<file path="config.mk">
export PLATFORM = sky130hd
export DESIGN_NAME = functional_unit_issue_scheduler_flat
export DESIGN_NICKNAME = d
export VERILOG_FILES = /design/src/rtl/dragonfang_pkg.sv /design/src/rtl/functional_unit_issue_scheduler_if.sv /design/src/rtl/issue_queue.sv /design/src/rtl/functional_unit_issue_scheduler.sv /design/src/flat_wrapper.sv
export SDC_FILE = /design/constraint.sdc
export NUM_CORES = 1
export LEC_CHECK = 0
export CAP_MARGIN = 5
export CORE_MARGIN = 2
export CORE_UTILIZATION = 34
export CTS_CLUSTER_DIAMETER = 60
export DETAILED_ROUTE_END_ITERATION = 10
export PLACE_DENSITY = 0.63
export SLEW_MARGIN = 5
export SYNTH_ARGS = -nofsm -noshare
export SYNTH_HDL_FRONTEND = slang
export SYNTH_HIERARCHICAL = 1
export SYNTH_SLANG_ARGS = --single-unit
export TNS_END_PERCENT = 50
</file>
<file path="constraint.sdc">
create_clock -name clock -period 3.79 [get_ports clock]
set_input_delay 0.5685 -clock clock [delete_from_list [all_inputs] [get_ports clock]]
set_output_delay 0.5685 -clock clock [all_outputs]
set_load 0.03 [all_outputs]
</file>
<file path="src/rtl/dragonfang_pkg.sv">
// Shared lane types: functional unit id, execution packet and the
// width of the optional scheduler statistics counters.
package dragonfang_pkg;

  localparam int FUNCTIONAL_UNIT_ID_WIDTH = 3;
  localparam int SCHEDULER_STATS_WIDTH    = 32;

  typedef logic [FUNCTIONAL_UNIT_ID_WIDTH-1:0] functional_unit_id_t;

  typedef struct packed {
    functional_unit_id_t functional_unit_id;
    logic [7:0]          opcode;
    logic [15:0]         operand;
    logic [4:0]          dest_tag;
  } execution_packet_t;

endpackage

</file>
<file path="src/rtl/functional_unit_issue_scheduler_if.sv">
// Handshake bundle between decode/rename, the issue scheduler and the
// dispatcher. master = upstream/downstream environment, slave = scheduler.
interface functional_unit_issue_scheduler_if #(
  parameter int FUNCTIONAL_UNIT_INPUT_BUS_WIDTH = 4,
  parameter int QUEUE_DEPTH                     = 4
);
  import dragonfang_pkg::*;

  localparam int COUNT_W = $clog2(QUEUE_DEPTH) + 1;

  logic                                       flush;
  execution_packet_t                          packet_in;
  logic                                       packet_in_valid;
  logic                                       packet_in_ready;
  logic [FUNCTIONAL_UNIT_INPUT_BUS_WIDTH-1:0] functional_unit_ready;
  execution_packet_t                          issued_packet;
  logic                                       issued_valid;
  logic                                       illegal_id;
  logic [COUNT_W-1:0]                         queue_count;

  modport master (
    output flush, packet_in, packet_in_valid, functional_unit_ready,
    input  packet_in_ready, issued_packet, issued_valid, illegal_id, queue_count
  );

  modport slave (
    input  flush, packet_in, packet_in_valid, functional_unit_ready,
    output packet_in_ready, issued_packet, issued_valid, illegal_id, queue_count
  );

endinterface

</file>
<file path="src/rtl/issue_queue.sv">
// Generic FIFO with push/pop, head peek, occupancy and synchronous flush.
// Pointers carry an extra wrap bit so full and empty are distinguishable.
module issue_queue #(
  parameter int  DEPTH = 4,
  parameter type T     = logic [7:0]
) (
  input  logic                  clock,
  input  logic                  reset,
  input  logic                  flush,
  input  logic                  push,
  input  T                      push_data,
  input  logic                  pop,
  output T                      head_data,
  output logic                  head_valid,
  output logic [$clog2(DEPTH):0] count
);

  localparam int AW = $clog2(DEPTH);

  T               mem [DEPTH];
  logic [AW:0]    wr_ptr;
  logic [AW:0]    rd_ptr;
  logic           full;
  logic           push_ok;
  logic           pop_ok;

  assign count      = wr_ptr - rd_ptr;
  assign full       = count[AW];
  assign head_valid = (count != '0);
  assign head_data  = mem[rd_ptr[AW-1:0]];
  assign push_ok    = push && !full;
  assign pop_ok     = pop && head_valid;

  // Pointer state: cleared by reset or flush, otherwise advanced by push/pop.
  always_ff @(posedge clock or posedge reset) begin
    if (reset) begin
      wr_ptr <= '0;
      rd_ptr <= '0;
    end else if (flush) begin
      wr_ptr <= '0;
      rd_ptr <= '0;
    end else begin
      if (push_ok) wr_ptr <= wr_ptr + (AW+1)'(1);
      if (pop_ok)  rd_ptr <= rd_ptr + (AW+1)'(1);
    end
  end

  // Entry storage: data only, no reset needed since occupancy gates its use.
  always_ff @(posedge clock) begin
    if (push_ok && !flush) mem[wr_ptr[AW-1:0]] <= push_data;
  end

endmodule

</file>
<file path="src/rtl/functional_unit_issue_scheduler.sv">
// In-order issue scheduler: buffers execution packets and releases the head
// when its functional unit is ready, at most one per cycle, never to the same
// unit on consecutive cycles. Out-of-range ids are dropped with a pulse.
// Optional statistics counters: define FUNCTIONAL_UNIT_SCHEDULER_STATS_EN.
module functional_unit_issue_scheduler
  import dragonfang_pkg::*;
#(
  parameter int FUNCTIONAL_UNIT_INPUT_BUS_WIDTH = 4,
  parameter int QUEUE_DEPTH                     = 4
) (
  input  logic                               clock,
  input  logic                               reset,
  functional_unit_issue_scheduler_if.slave   bus
`ifdef FUNCTIONAL_UNIT_SCHEDULER_STATS_EN
  ,
  output logic [SCHEDULER_STATS_WIDTH-1:0]   issue_count,
  output logic [SCHEDULER_STATS_WIDTH-1:0]   stall_count
`endif
);

  localparam int COUNT_W = $clog2(QUEUE_DEPTH) + 1;

  logic [COUNT_W-1:0]                         count;
  execution_packet_t                          head_pkt;
  logic                                       head_valid;
  logic                                       push;
  logic                                       pop;
  logic [FUNCTIONAL_UNIT_INPUT_BUS_WIDTH-1:0] ready_shifted;
  logic                                       id_legal;
  logic                                       unit_ready;
  logic                                       reserved;
  logic                                       issue_go;
  logic                                       drop;

  execution_packet_t   issue_pkt_p1;
  logic                issue_vld_p1;
  logic                illegal_p1;
  functional_unit_id_t last_issued_id;

  // Ready depends only on registered occupancy and flush, never on unit ready.
  assign bus.packet_in_ready = (count < COUNT_W'(QUEUE_DEPTH)) && !bus.flush;
  assign push                = bus.packet_in_valid && bus.packet_in_ready;

  issue_queue #(
    .DEPTH (QUEUE_DEPTH),
    .T     (execution_packet_t)
  ) u_issue_queue (
    .clock      (clock),
    .reset      (reset),
    .flush      (bus.flush),
    .push       (push),
    .push_data  (bus.packet_in),
    .pop        (pop),
    .head_data  (head_pkt),
    .head_valid (head_valid),
    .count      (count)
  );

  // Shifting instead of indexing keeps out-of-range ids from selecting a bit.
  assign ready_shifted = bus.functional_unit_ready >> head_pkt.functional_unit_id;
  assign unit_ready    = ready_shifted[0];
  assign id_legal      = 32'(head_pkt.functional_unit_id) < $unsigned(FUNCTIONAL_UNIT_INPUT_BUS_WIDTH);
  // One-cycle reservation covers the unit's ready-deassert latency.
  assign reserved      = issue_vld_p1 && (head_pkt.functional_unit_id == last_issued_id);
  assign issue_go      = head_valid && !bus.flush && id_legal && unit_ready && !reserved;
  assign drop          = head_valid && !bus.flush && !id_legal;
  assign pop           = issue_go || drop;

  // ---- stage p1: issue register feeding the dispatcher ----
  // Issue register, illegal-id pulse and reservation id.
  always_ff @(posedge clock or posedge reset) begin
    if (reset) begin
      issue_vld_p1   <= 1'b0;
      issue_pkt_p1   <= '0;
      illegal_p1     <= 1'b0;
      last_issued_id <= '0;
    end else if (bus.flush) begin
      issue_vld_p1   <= 1'b0;
      issue_pkt_p1   <= '0;
      illegal_p1     <= 1'b0;
    end else begin
      issue_vld_p1   <= issue_go;
      issue_pkt_p1   <= issue_go ? head_pkt : '0;
      illegal_p1     <= drop;
      if (issue_go) last_issued_id <= head_pkt.functional_unit_id;
    end
  end

  assign bus.issued_packet = issue_pkt_p1;
  assign bus.issued_valid  = issue_vld_p1;
  assign bus.illegal_id    = illegal_p1;
  assign bus.queue_count   = count;

`ifdef FUNCTIONAL_UNIT_SCHEDULER_STATS_EN
  logic [SCHEDULER_STATS_WIDTH-1:0] issue_cnt_q;
  logic [SCHEDULER_STATS_WIDTH-1:0] stall_cnt_q;
  logic                             stall;

  function automatic logic [SCHEDULER_STATS_WIDTH-1:0] sat_inc(
    input logic [SCHEDULER_STATS_WIDTH-1:0] v
  );
    return (v == '1) ? v : v + SCHEDULER_STATS_WIDTH'(1);
  endfunction

  assign stall = head_valid && !issue_go && !drop;

  // Saturating statistics; only reset clears them, flush does not.
  always_ff @(posedge clock or posedge reset) begin
    if (reset) begin
      issue_cnt_q <= '0;
      stall_cnt_q <= '0;
    end else begin
      if (issue_go) issue_cnt_q <= sat_inc(issue_cnt_q);
      if (stall)    stall_cnt_q <= sat_inc(stall_cnt_q);
    end
  end

  assign issue_count = issue_cnt_q;
  assign stall_count = stall_cnt_q;
`endif

endmodule

</file>
<file path="src/flat_wrapper.sv">
// flat-port wrapper written by rule: the top's interface ports become plain ports
module functional_unit_issue_scheduler_flat import dragonfang_pkg::*;
#(
  parameter int FUNCTIONAL_UNIT_INPUT_BUS_WIDTH = 4,
  parameter int QUEUE_DEPTH                     = 4
)
  (clock, reset, bus_flush, bus_packet_in, bus_packet_in_valid, bus_functional_unit_ready, bus_packet_in_ready, bus_issued_packet, bus_issued_valid, bus_illegal_id, bus_queue_count);
  functional_unit_issue_scheduler_if #(.FUNCTIONAL_UNIT_INPUT_BUS_WIDTH(FUNCTIONAL_UNIT_INPUT_BUS_WIDTH), .QUEUE_DEPTH(QUEUE_DEPTH)) bus_i ();
  input  logic clock;
  input  logic reset;
  input wire logic [$bits(bus_i.flush)-1:0] bus_flush;
  input wire logic [$bits(bus_i.packet_in)-1:0] bus_packet_in;
  input wire logic [$bits(bus_i.packet_in_valid)-1:0] bus_packet_in_valid;
  input wire logic [$bits(bus_i.functional_unit_ready)-1:0] bus_functional_unit_ready;
  output wire logic [$bits(bus_i.packet_in_ready)-1:0] bus_packet_in_ready;
  output wire logic [$bits(bus_i.issued_packet)-1:0] bus_issued_packet;
  output wire logic [$bits(bus_i.issued_valid)-1:0] bus_issued_valid;
  output wire logic [$bits(bus_i.illegal_id)-1:0] bus_illegal_id;
  output wire logic [$bits(bus_i.queue_count)-1:0] bus_queue_count;
  assign bus_i.flush = bus_flush;
  assign bus_i.packet_in = bus_packet_in;
  assign bus_i.packet_in_valid = bus_packet_in_valid;
  assign bus_i.functional_unit_ready = bus_functional_unit_ready;
  assign bus_packet_in_ready = bus_i.packet_in_ready;
  assign bus_issued_packet = bus_i.issued_packet;
  assign bus_issued_valid = bus_i.issued_valid;
  assign bus_illegal_id = bus_i.illegal_id;
  assign bus_queue_count = bus_i.queue_count;
  functional_unit_issue_scheduler #(.FUNCTIONAL_UNIT_INPUT_BUS_WIDTH(FUNCTIONAL_UNIT_INPUT_BUS_WIDTH), .QUEUE_DEPTH(QUEUE_DEPTH)) u_core (.clock(clock), .reset(reset), .bus(bus_i));
endmodule
</file>
=== Yosys cells after proc, flatten, opt, wreduce, memory -nomap -nowiden ===
Memory sizes are Yosys's and may differ from the RTL's.
Cells that the tools add are included.

* Bits in registers: 43
* RAM bits: 128
* Input bits: 40
* Output and inout port bits: 38
* Logic and storage cells: 48
* Memories kept: 1

{| class="wikitable"
|+ Memories
! name !! words !! bits a word !! rd ports !! clocked after Yosys merged registers in !! wr ports !! RTL line !! RTL
|-
| u_core.u_issue_queue.mem || 4 || 32 || 1 || 0 || 1 || issue_queue.sv:20 || <nowiki>T mem [DEPTH];</nowiki>
|}

* Add/sub/neg operators: 3
* Order comparisons: 2
* Equality and inequality tests: 1
* Shifts and indexed selects: 1
* Mux-type cells: 10
* Bitwise gates (word level): 1
* Reduce and logical (&&, ||, !) cells: 20

{| class="wikitable"
|+ Operators by type and width
! kind !! number
|-
| 32-bit 2-to-1 mux || 2
|-
| 3-bit 2-to-1 mux || 4
|-
| 1-bit logical AND || 11
|-
| 3-bit by 1-bit adder with 3-bit output (second input constant) || 2
|-
| 3-bit < comparator (second input constant) || 2
|-
| 1-bit zero test || 4
|-
| 1-bit 2-to-1 mux || 4
|-
| 2-bit nonzero test || 2
|-
| 4-bit by 3-bit >> shifter with 1-bit output || 1
|-
| 3-bit equality test || 1
|-
| 3-bit nonzero test || 1
|-
| 3-bit subtractor || 1
|-
| 2-bit AND reduction || 1
|-
| 1-bit logical OR || 1
|-
| 1-bit inverter || 1
|}

=== Longest topological paths before layout ===
Gate-level depths: netlist of the first run.

* Depth in word-level cells: 10
* Mapped depth: 11
* Depth with buffers taken out: 11

=== Modules after synthesis ===
Netlist of the first run, hierarchy kept.

{| class="wikitable"
|+ Modules (own cells, without submodules)
! module !! times used !! cells an instance !! area an instance (um2) !! sequential area each (um2)
|-
| issue_queue || 1 || 218 || 5108.6 || 3993.8
|-
| functional_unit_issue_scheduler || 1 || 90 || 1336.3 || 925.9
|}

=== Least setup slack after synthesis of the first run ===
Ideal clock, no wire load.

* Path kind: reg-to-reg
* From: register u_core.u_issue_queue.wr_ptr[0]
* To: memory u_core/u_issue_queue/mem[3][0] (netlist bit) (enable)
* Setup time: 0.392 ns
* Arrival: 3.269 ns
* Data required time: 3.398 ns
* Path slack: 0.129 ns
* Stages on the path, launching flop included: 10
* Path buffers: 0
* Clock period less this slack: 3.661 ns
* Cell sequence: dfrtp_1 -> inv_1 -> ha_1 -> fa_1 -> xnor3_2 -> inv_1 -> nor2_1 -> and2_1 -> and3b_1 -> and2_1

* Cells in the longest elaborated chain, start to end: 8
* Elaborated cells on any way between the ends: 9
* Those cells by class: add/sub: 1; order compare: 1; mux: 2; reduce/logical: 5

{| class="wikitable"
|+ RTL lines
! element !! RTL line !! RTL
|-
| start: declaration || issue_queue.sv:21 || <nowiki>logic [AW:0] wr_ptr;</nowiki>
|-
| start signal: assignment || issue_queue.sv:43 || <nowiki>if (push_ok) wr_ptr <= wr_ptr + (AW+1)'(1);</nowiki>
|-
| 3-bit subtractor || issue_queue.sv:27 || <nowiki>assign count = wr_ptr - rd_ptr;</nowiki>
|-
| net bus_queue_count[2] || flat_wrapper.sv:19 || <nowiki>output wire logic [$bits(bus_i.queue_count)-1:0] bus_queue_count;</nowiki>
|-
| 3-bit < comparator || functional_unit_issue_scheduler.sv:41 || <nowiki>assign bus.packet_in_ready = (count < COUNT_W'(QUEUE_DEPTH)) && !bus.flush;</nowiki>
|-
| 1-bit logical AND || functional_unit_issue_scheduler.sv:41 ||
|-
| net bus_packet_in_ready || flat_wrapper.sv:15 || <nowiki>output wire logic [$bits(bus_i.packet_in_ready)-1:0] bus_packet_in_ready;</nowiki>
|-
| 1-bit logical AND || functional_unit_issue_scheduler.sv:42 || <nowiki>assign push = bus.packet_in_valid && bus.packet_in_ready;</nowiki>
|-
| net u_core.push || functional_unit_issue_scheduler.sv:26 || <nowiki>logic push;</nowiki>
|-
| 1-bit logical AND || issue_queue.sv:31 || <nowiki>assign push_ok = push && !full;</nowiki>
|-
| 1-bit logical AND || issue_queue.sv:50 || <nowiki>if (push_ok && !flush) mem[wr_ptr[AW-1:0]] <= push_data;</nowiki>
|-
| 1-bit 2-to-1 mux || issue_queue.sv:50 ||
|-
| 1-bit 2-to-1 mux (not written as such) || issue_queue.sv:50 ||
|-
| end: declaration || issue_queue.sv:20 ||
|}

The timed path passes the listed nets, and every way through them passes these cells.

=== Final worst setup path of the first run ===
* From: register u_core.u_issue_queue.rd_ptr[0]
* To: output port bus_packet_in_ready

* Cells in the longest elaborated chain, start to end: 3

{| class="wikitable"
|+ RTL lines
! element !! RTL line !! RTL
|-
| start: declaration || issue_queue.sv:22 || <nowiki>logic [AW:0] rd_ptr;</nowiki>
|-
| start signal: assignment || issue_queue.sv:44 || <nowiki>if (pop_ok) rd_ptr <= rd_ptr + (AW+1)'(1);</nowiki>
|-
| 3-bit subtractor || issue_queue.sv:27 ||
|-
| 3-bit < comparator || functional_unit_issue_scheduler.sv:41 ||
|-
| 1-bit logical AND || functional_unit_issue_scheduler.sv:41 ||
|-
| end: declaration || flat_wrapper.sv:15 ||
|}

No other way between the ends.

==> results.json, run 1 <==
{
  "vias": 3044,
  "grt_use_total": 0.1250,
  "p_per_area_nw_per_um2": 494.8,
  "cp_data_arrival_time_ns": 2.89,
  "n_fill_cell": 1622,
  "outcome": "finished, final reports clean",
  "critPathLaunchType": "flop",
  "core-area_um2": 18640,
  "syn_inst": 308,
  "clockBufferDepth": 2,
  "fin_crit_ns": 3.455,
  "tightest_slew_ns": 0.8560,
  "ctsHtreeMaxLevel": 4,
  "r2r_slack_ns": 0.62,
  "dieArea_um2": 20070,
  "grt_max_degree": 38,
  "antenna_found_initial": 0,
  "multiInputGateArea_um2": 1423,
  "fmax_ghz": 0.2895,
  "comb_power_share": 0.071,
  "drtPass1Iterations": 4,
  "drtIter0Drc": 193,
  "swShare": 0.2160,
  "cp_data_required_time_ns": 3.22,
  "stdcell_area_um2": 8103,
  "ctsResizeCount": 0,
  "endpoint_kind": "output pin",
  "numCtsBuffers": 17,
  "final-seq-area_um2": 4922,
  "clkTransAtPathRegs_ns": 0.06,
  "utilization": 0.4346,
  "synth_cell_types": 35,
  "synthArstFlopShare": 0.2515,
  "crit_end": "bus_packet_in_ready",
  "slew_headroom": 0.4285,
  "wl_per_cell_um": 18.27,
  "routed_wl_um": 11800,
  "layout-drive-gt1-share": 0.2330,
  "post-route-period-util": 0.9116,
  "crit_type": "flop to output pin",
  "initial_core_util": 0.3457,
  "crit_fanout": 11,
  "die_h_um": 141.7,
  "gr-total-overflow": 0,
  "synth-seq-cells": 171,
  "peakVddDrop_mv": 0.3115,
  "ant_nets": 0,
  "io_pins": 78,
  "post_cts_buffers": 0,
  "layout.nets": 446,
  "ys_warn_count": 6,
  "seq_power_share": 0.521,
  "io_buffers": 77,
  "ff2ff_path_depth": 8,
  "r2r_end": "u_core/u_issue_queue/rd_ptr[0]",
  "place_area_um2": 7532,
  "rows": 50,
  "synth_nets": 355,
  "maxCapViolations": 0,
  "syn_area_per_cell_um2": 20.93,
  "hold_path_class": "input port to async pin",
  "route.detailed.drc": 0,
  "setup_viol": 0,
  "clock_sink_count": 171,
  "rsz0062_at_grt": "false",
  "r2r_start": "u_core/u_issue_queue/rd_ptr[0]",
  "antennaDiodeCount": 0,
  "root_buffer": "clkbuf_16",
  "netSwitchingPower_uw": 866.1,
  "clk-insertion-delay-late_ns": 0.43,
  "finalSetupTns_ns": 0,
  "syn_to_final_growth_pct": 25.72,
  "hpwl_um": 7147,
  "cts_hold_buf": 0,
  "hold_violations": 0,
  "gp_congestion": 0.6527,
  "synth_ff_type": "edfxtp_1",
  "synth-edff-count": 128,
  "slew_viol_final": 0,
  "finalClockSkew_ns": 0.008874,
  "grt_pass1_vias": 3393,
  "p_clk_frac": 0.409,
  "p_int_uw": 3143,
  "crit_start": "u_core/u_issue_queue/rd_ptr[0]",
  "synth_area_um2": 6445,
  "synth-seq-area-share": 0.7633,
  "die_w_um": 141.7,
  "grt_pass1_wl_um": 18300,
  "cts_tree": "done",
  "p_leak_uw": 0.002869,
  "via_per_inst": 4.712
}
## layout make-up
cell class | count | area share
Clock buffer | 19 | 0.05590
Clock inverter | 13 | 0.01452
Inverter | 9 | 0.004169
Multi-Input combinational cell | 116 | 0.1756
Sequential cell | 171 | 0.6075
Tap cell | 234 | 0.03613
Timing Repair Buffer | 84 | 0.1062
## flip-flops by register name, summed over array words and instances, names as in the netlist
name / count
u_core/bus.issued_packet: 32
u_core/u_issue_queue/rd_ptr: 3
u_core/bus.illegal_id: 1
u_core/u_issue_queue/mem: 128
u_core/u_issue_queue/wr_ptr: 3
u_core/bus.issued_valid: 1
u_core/last_issued_id: 3
## logic make-up (layout without fill, tap and decap cells)
logic type               after synthesis  after routing  share of synthesized area
buffers and inverters                 21            125                    0.01669
other                                  1              1                  0.0005819
multiplexers                          40             40                     0.1283
adder cells (fa/ha/maj)                7              7                    0.01475
flip-flops                           171            171                     0.7633
AND/OR/NAND/NOR                       57             57                    0.05650
AO/OA/AOI/OAI                          7              7                    0.01204
XOR/XNOR                               4              4                   0.007766
## synthesized netlist by cell type (2+ instances only)
master | n | area (µm²)
mux2i_1 | 2 | 20.02
and2_4 | 9 | 78.83
and2_1 | 25 | 156.4
inv_1 | 9 | 33.78
nor2b_1 | 2 | 12.51
nor2_1 | 7 | 26.28
and3b_1 | 2 | 17.52
nand2b_1 | 3 | 18.77
mux2_4 | 2 | 30.03
buf_2 | 5 | 25.02
clkbuf_1 | 4 | 15.01
and2_2 | 2 | 15.01
dfrtp_1 | 43 | 1076
o31ai_1 | 2 | 15.01
ha_1 | 6 | 75.07
mux4_2 | 33 | 743.2
xor2_1 | 2 | 17.52
edfxtp_1 | 128 | 3844
mux2_2 | 2 | 22.52
buf_6 | 3 | 33.78
nand2_1 | 3 | 11.26
## layer usage
layer / up-vias / wire (µm) / global-route usage
met2: 79 / 6112 / 0.2123
met3: 14 / 608 / 0.04219
met5: - / 0 / 0
met4: 0 / 140 / 0.04632
li1: 1367 / - / -
met1: 1584 / 4941 / 0.1482
## power groups by stage
stage	logic, µW	clock network, µW	registers (µW)
after global placement	284	0	2120
final	283	1640	2090
after global routing	307	1760	2090
after floorplan	148	0	2140
after detailed placement	287	0	2130
after CTS	288	1670	2090
## critical path: stages (launching register included)
cell and delay, ns:
dfrtp_2 0.54, ha_1 0.25, fa_1 0.42, xnor3_2 0.35
inv_1 0.08, nor2_1 0.12, clkdlybuf4s50_1 0.70
## stage by stage
step / hold slack (ns) / total power, µW / setup WS [ns] / std cells
2_1_floorplan: 0.3595 / 2288 / 0.1293 / 308
3_3_place_gp: 0.5171 / 2407 / 0.6228 / 614
3_5_place_dp: 0.5239 / 2413 / 0.5754 / 614
4_1_cts: 0.4206 / 4049 / 0.2796 / 646
5_1_grt: 0.4419 / 4153 / 0.1760 / 646
6_report: 0.4253 / 4009 / 0.3352 / 646
## cells in the final DEF (no fill, tap or decap), drive strengths merged, types with 7 or more instances in the layout
cell           synthesis  layout
nor2                   7       7
inv                    9      11
clkbuf                 4      19
and2                  36      36
edfxtp               128     128
mux4                  33      33
clkdlybuf4s50          0      77
buf                    8       7
dfrtp                 43      43
## worst min path at each step
stage                     cells past startpoint                      from  slack [ns]                             end
after floorplan                               1                     reset        0.36  u_core/u_issue_queue/rd_ptr[0]
after global placement                        1  u_core/last_issued_id[2]        0.52        u_core/last_issued_id[2]
after detailed placement                      1  u_core/last_issued_id[2]        0.52        u_core/last_issued_id[2]
after CTS                                     2                     reset        0.42  u_core/u_issue_queue/wr_ptr[2]
after global routing                          2                     reset        0.44  u_core/u_issue_queue/rd_ptr[2]
final                                         2                     reset        0.43  u_core/u_issue_queue/wr_ptr[0]
(Power assumes the default switching activity.)
==> inputs of run 2 (changes only) <==
- CORE_ASPECT_RATIO: unset -> 2
==> results.json, run 2 (synthesis results as in run 1) <==
{
  "die_w_um": 101.4,
  "vias": 3037,
  "post-route-period-util": 0.8979,
  "root_buffer": "clkbuf_16",
  "netSwitchingPower_uw": 847.4,
  "clkTransAtPathRegs_ns": 0.06,
  "holdWs_ns": 0.4611,
  "fmax_ghz": 0.2939,
  "cp_data_arrival_time_ns": 2.83,
  "dpl_worst_slack_ns": 0.6718,
  "ant_nets": 0,
  "fin_crit_ns": 3.403,
  "r2r_slack_ns": 0.67,
  "dieArea_um2": 20140,
  "cp_data_required_time_ns": 3.22,
  "layout-drive-gt1-share": 0.2257,
  "crit_start": "u_core/u_issue_queue/wr_ptr[0]",
  "place_area_um2": 7476,
  "finalSetupTns_ns": 0,
  "drtPass1Iterations": 4,
  "via_per_inst": 4.813,
  "drtIter0Drc": 121,
  "clk-insertion-delay-late_ns": 0.41,
  "antennaDiodeCount": 0,
  "slew_headroom": 0.4377,
  "gr-total-overflow": 0,
  "final_common_cell": "edfxtp_1",
  "rsz0062_at_grt": "false",
  "route.detailed.drc": 0,
  "ff2ff_path_depth": 10,
  "crit_end": "bus_packet_in_ready",
  "routed_wl_um": 11930,
  "hold_path_class": "input port to async pin",
  "p_leak_uw": 0.002877,
  "largest_register_ffs": 128,
  "clock_sink_count": 171,
  "grt_use_total": 0.1265,
  "setup_viol": 0,
  "r2r_start": "u_core/u_issue_queue/wr_ptr[0]",
  "cts_tree": "done",
  "io_pins": 78,
  "finalClockSkew_ns": 0.008628,
  "grt_pass1_vias": 3424,
  "comb_power_share": 0.071,
  "wl_per_cell_um": 18.91,
  "p_per_area_nw_per_um2": 502.9,
  "r2r_end": "u_core/u_issue_queue/mem[3][22]",
  "antenna_found_initial": 0,
  "seq_power_share": 0.514,
  "p_clk_frac": 0.416,
  "die_h_um": 198.7,
  "peakVddDrop_mv": 0.2157,
  "ctsHtreeMaxLevel": 4,
  "syn_to_final_growth_pct": 25.10,
  "io_buffers": 77,
  "ctsResizeCount": 0,
  "gp_congestion": 0.7361,
  "post_cts_buffers": 0,
  "clockBufferDepth": 2,
  "slew_viol_final": 0,
  "crit_type": "flop to output pin",
  "tightest_slew_ns": 0.8422,
  "rows": 71,
  "outcome": "finished, final reports clean",
  "grt_max_degree": 38,
  "setup_ws_ns": 0.3871,
  "maxCapViolations": 0,
  "cts_hold_buf": 0,
  "utilization": 0.4322,
  "core-area_um2": 18660,
  "initial_core_util": 0.3455,
  "hold_violations": 0,
  "most-common-layout-cells": "edfxtp_1 (128), clkdlybuf4s50_1 (77), dfrtp_1 (41), mux4_2 (33), and2_1 (21)",
  "endpoint_kind": "output pin",
  "crit_fanout": 7,
  "p_int_uw": 3208,
  "swShare": 0.2090,
  "stdcell_area_um2": 8063,
  "grt_pass1_wl_um": 18330,
  "layout.nets": 446,
  "critPathLaunchType": "flop",
  "numCtsBuffers": 17,
  "hpwl_um": 7538
}
==> run 2: cell count changes in the layout (fill, tap and decap cells not counted) <==
cell        previous run  this run
buf_4                  4         7
clkbuf_1               0         4
clkbuf_8               2         1
clkinvlp_4             4         1
inv_6                  2         1
buf_12                 3         0
clkinv_1               1         0
clkbuf_16             17        19
==> run 2: per-stage QoR <==
stage,cells,power (µW)
global route,631,4196
CTS,631,4109
floorplan,308,2288
detailed placement,599,2414
global placement,599,2405
finish,631,4055
==> run 2: worst min path at each step <==
stage | slack (ns) | cells past startpoint | endpoint | startpoint
floorplan | 0.36 | 1 | u_core/u_issue_queue/rd_ptr[0] | reset
global placement | 0.52 | 1 | u_core/last_issued_id[2] | u_core/last_issued_id[2]
detailed placement | 0.52 | 1 | u_core/last_issued_id[2] | u_core/last_issued_id[2]
CTS | 0.47 | 2 | u_core/u_issue_queue/wr_ptr[2] | reset
global route | 0.47 | 2 | u_core/u_issue_queue/wr_ptr[2] | reset
finish | 0.46 | 2 | u_core/u_issue_queue/wr_ptr[2] | reset
==> run 2: layout make-up <==
class | instances | area, µm²
clock buffer | 24 | 504.2
timing repair buffer | 84 | 823.3
tap | 219 | 274.0
sequential | 171 | 4922
inverter | 9 | 33.78
fill | 1601 | 10590
clock inverter | 8 | 82.58
multi-input combinational | 116 | 1423
==> run 2: layer usage <==
| metal | track usage | share of wire | vias up |
|---|---|---|---|
| met5 | 0 | 0 | - |
| met4 | 0.06607 | 0.029 | 0 |
| met3 | 0.03408 | 0.039 | 18 |
| met2 | 0.2269 | 0.56 | 76 |
| met1 | 0.1316 | 0.37 | 1585 |
| li1 | - | - | 1358 |
==> run 2: power by group through the flow <==
stage / Sequential, µW / Clock (µW) / Combinational (µW)
CTS: 2080 / 1730 / 293
global placement: 2120 / 0 / 285
floorplan: 2140 / 0 / 148
detailed placement: 2120 / 0 / 292
finish: 2080 / 1680 / 286
global route: 2090 / 1800 / 310
==> run 2: worst max-delay path: stages (launching register included) <==
cell and delay [ns]:
dfrtp_1 0.40, inv_1 0.12, ha_1 0.23, fa_1 0.41, xnor3_2 0.36, inv_1 0.08, nor2_1 0.12, clkdlybuf4s50_1 0.69
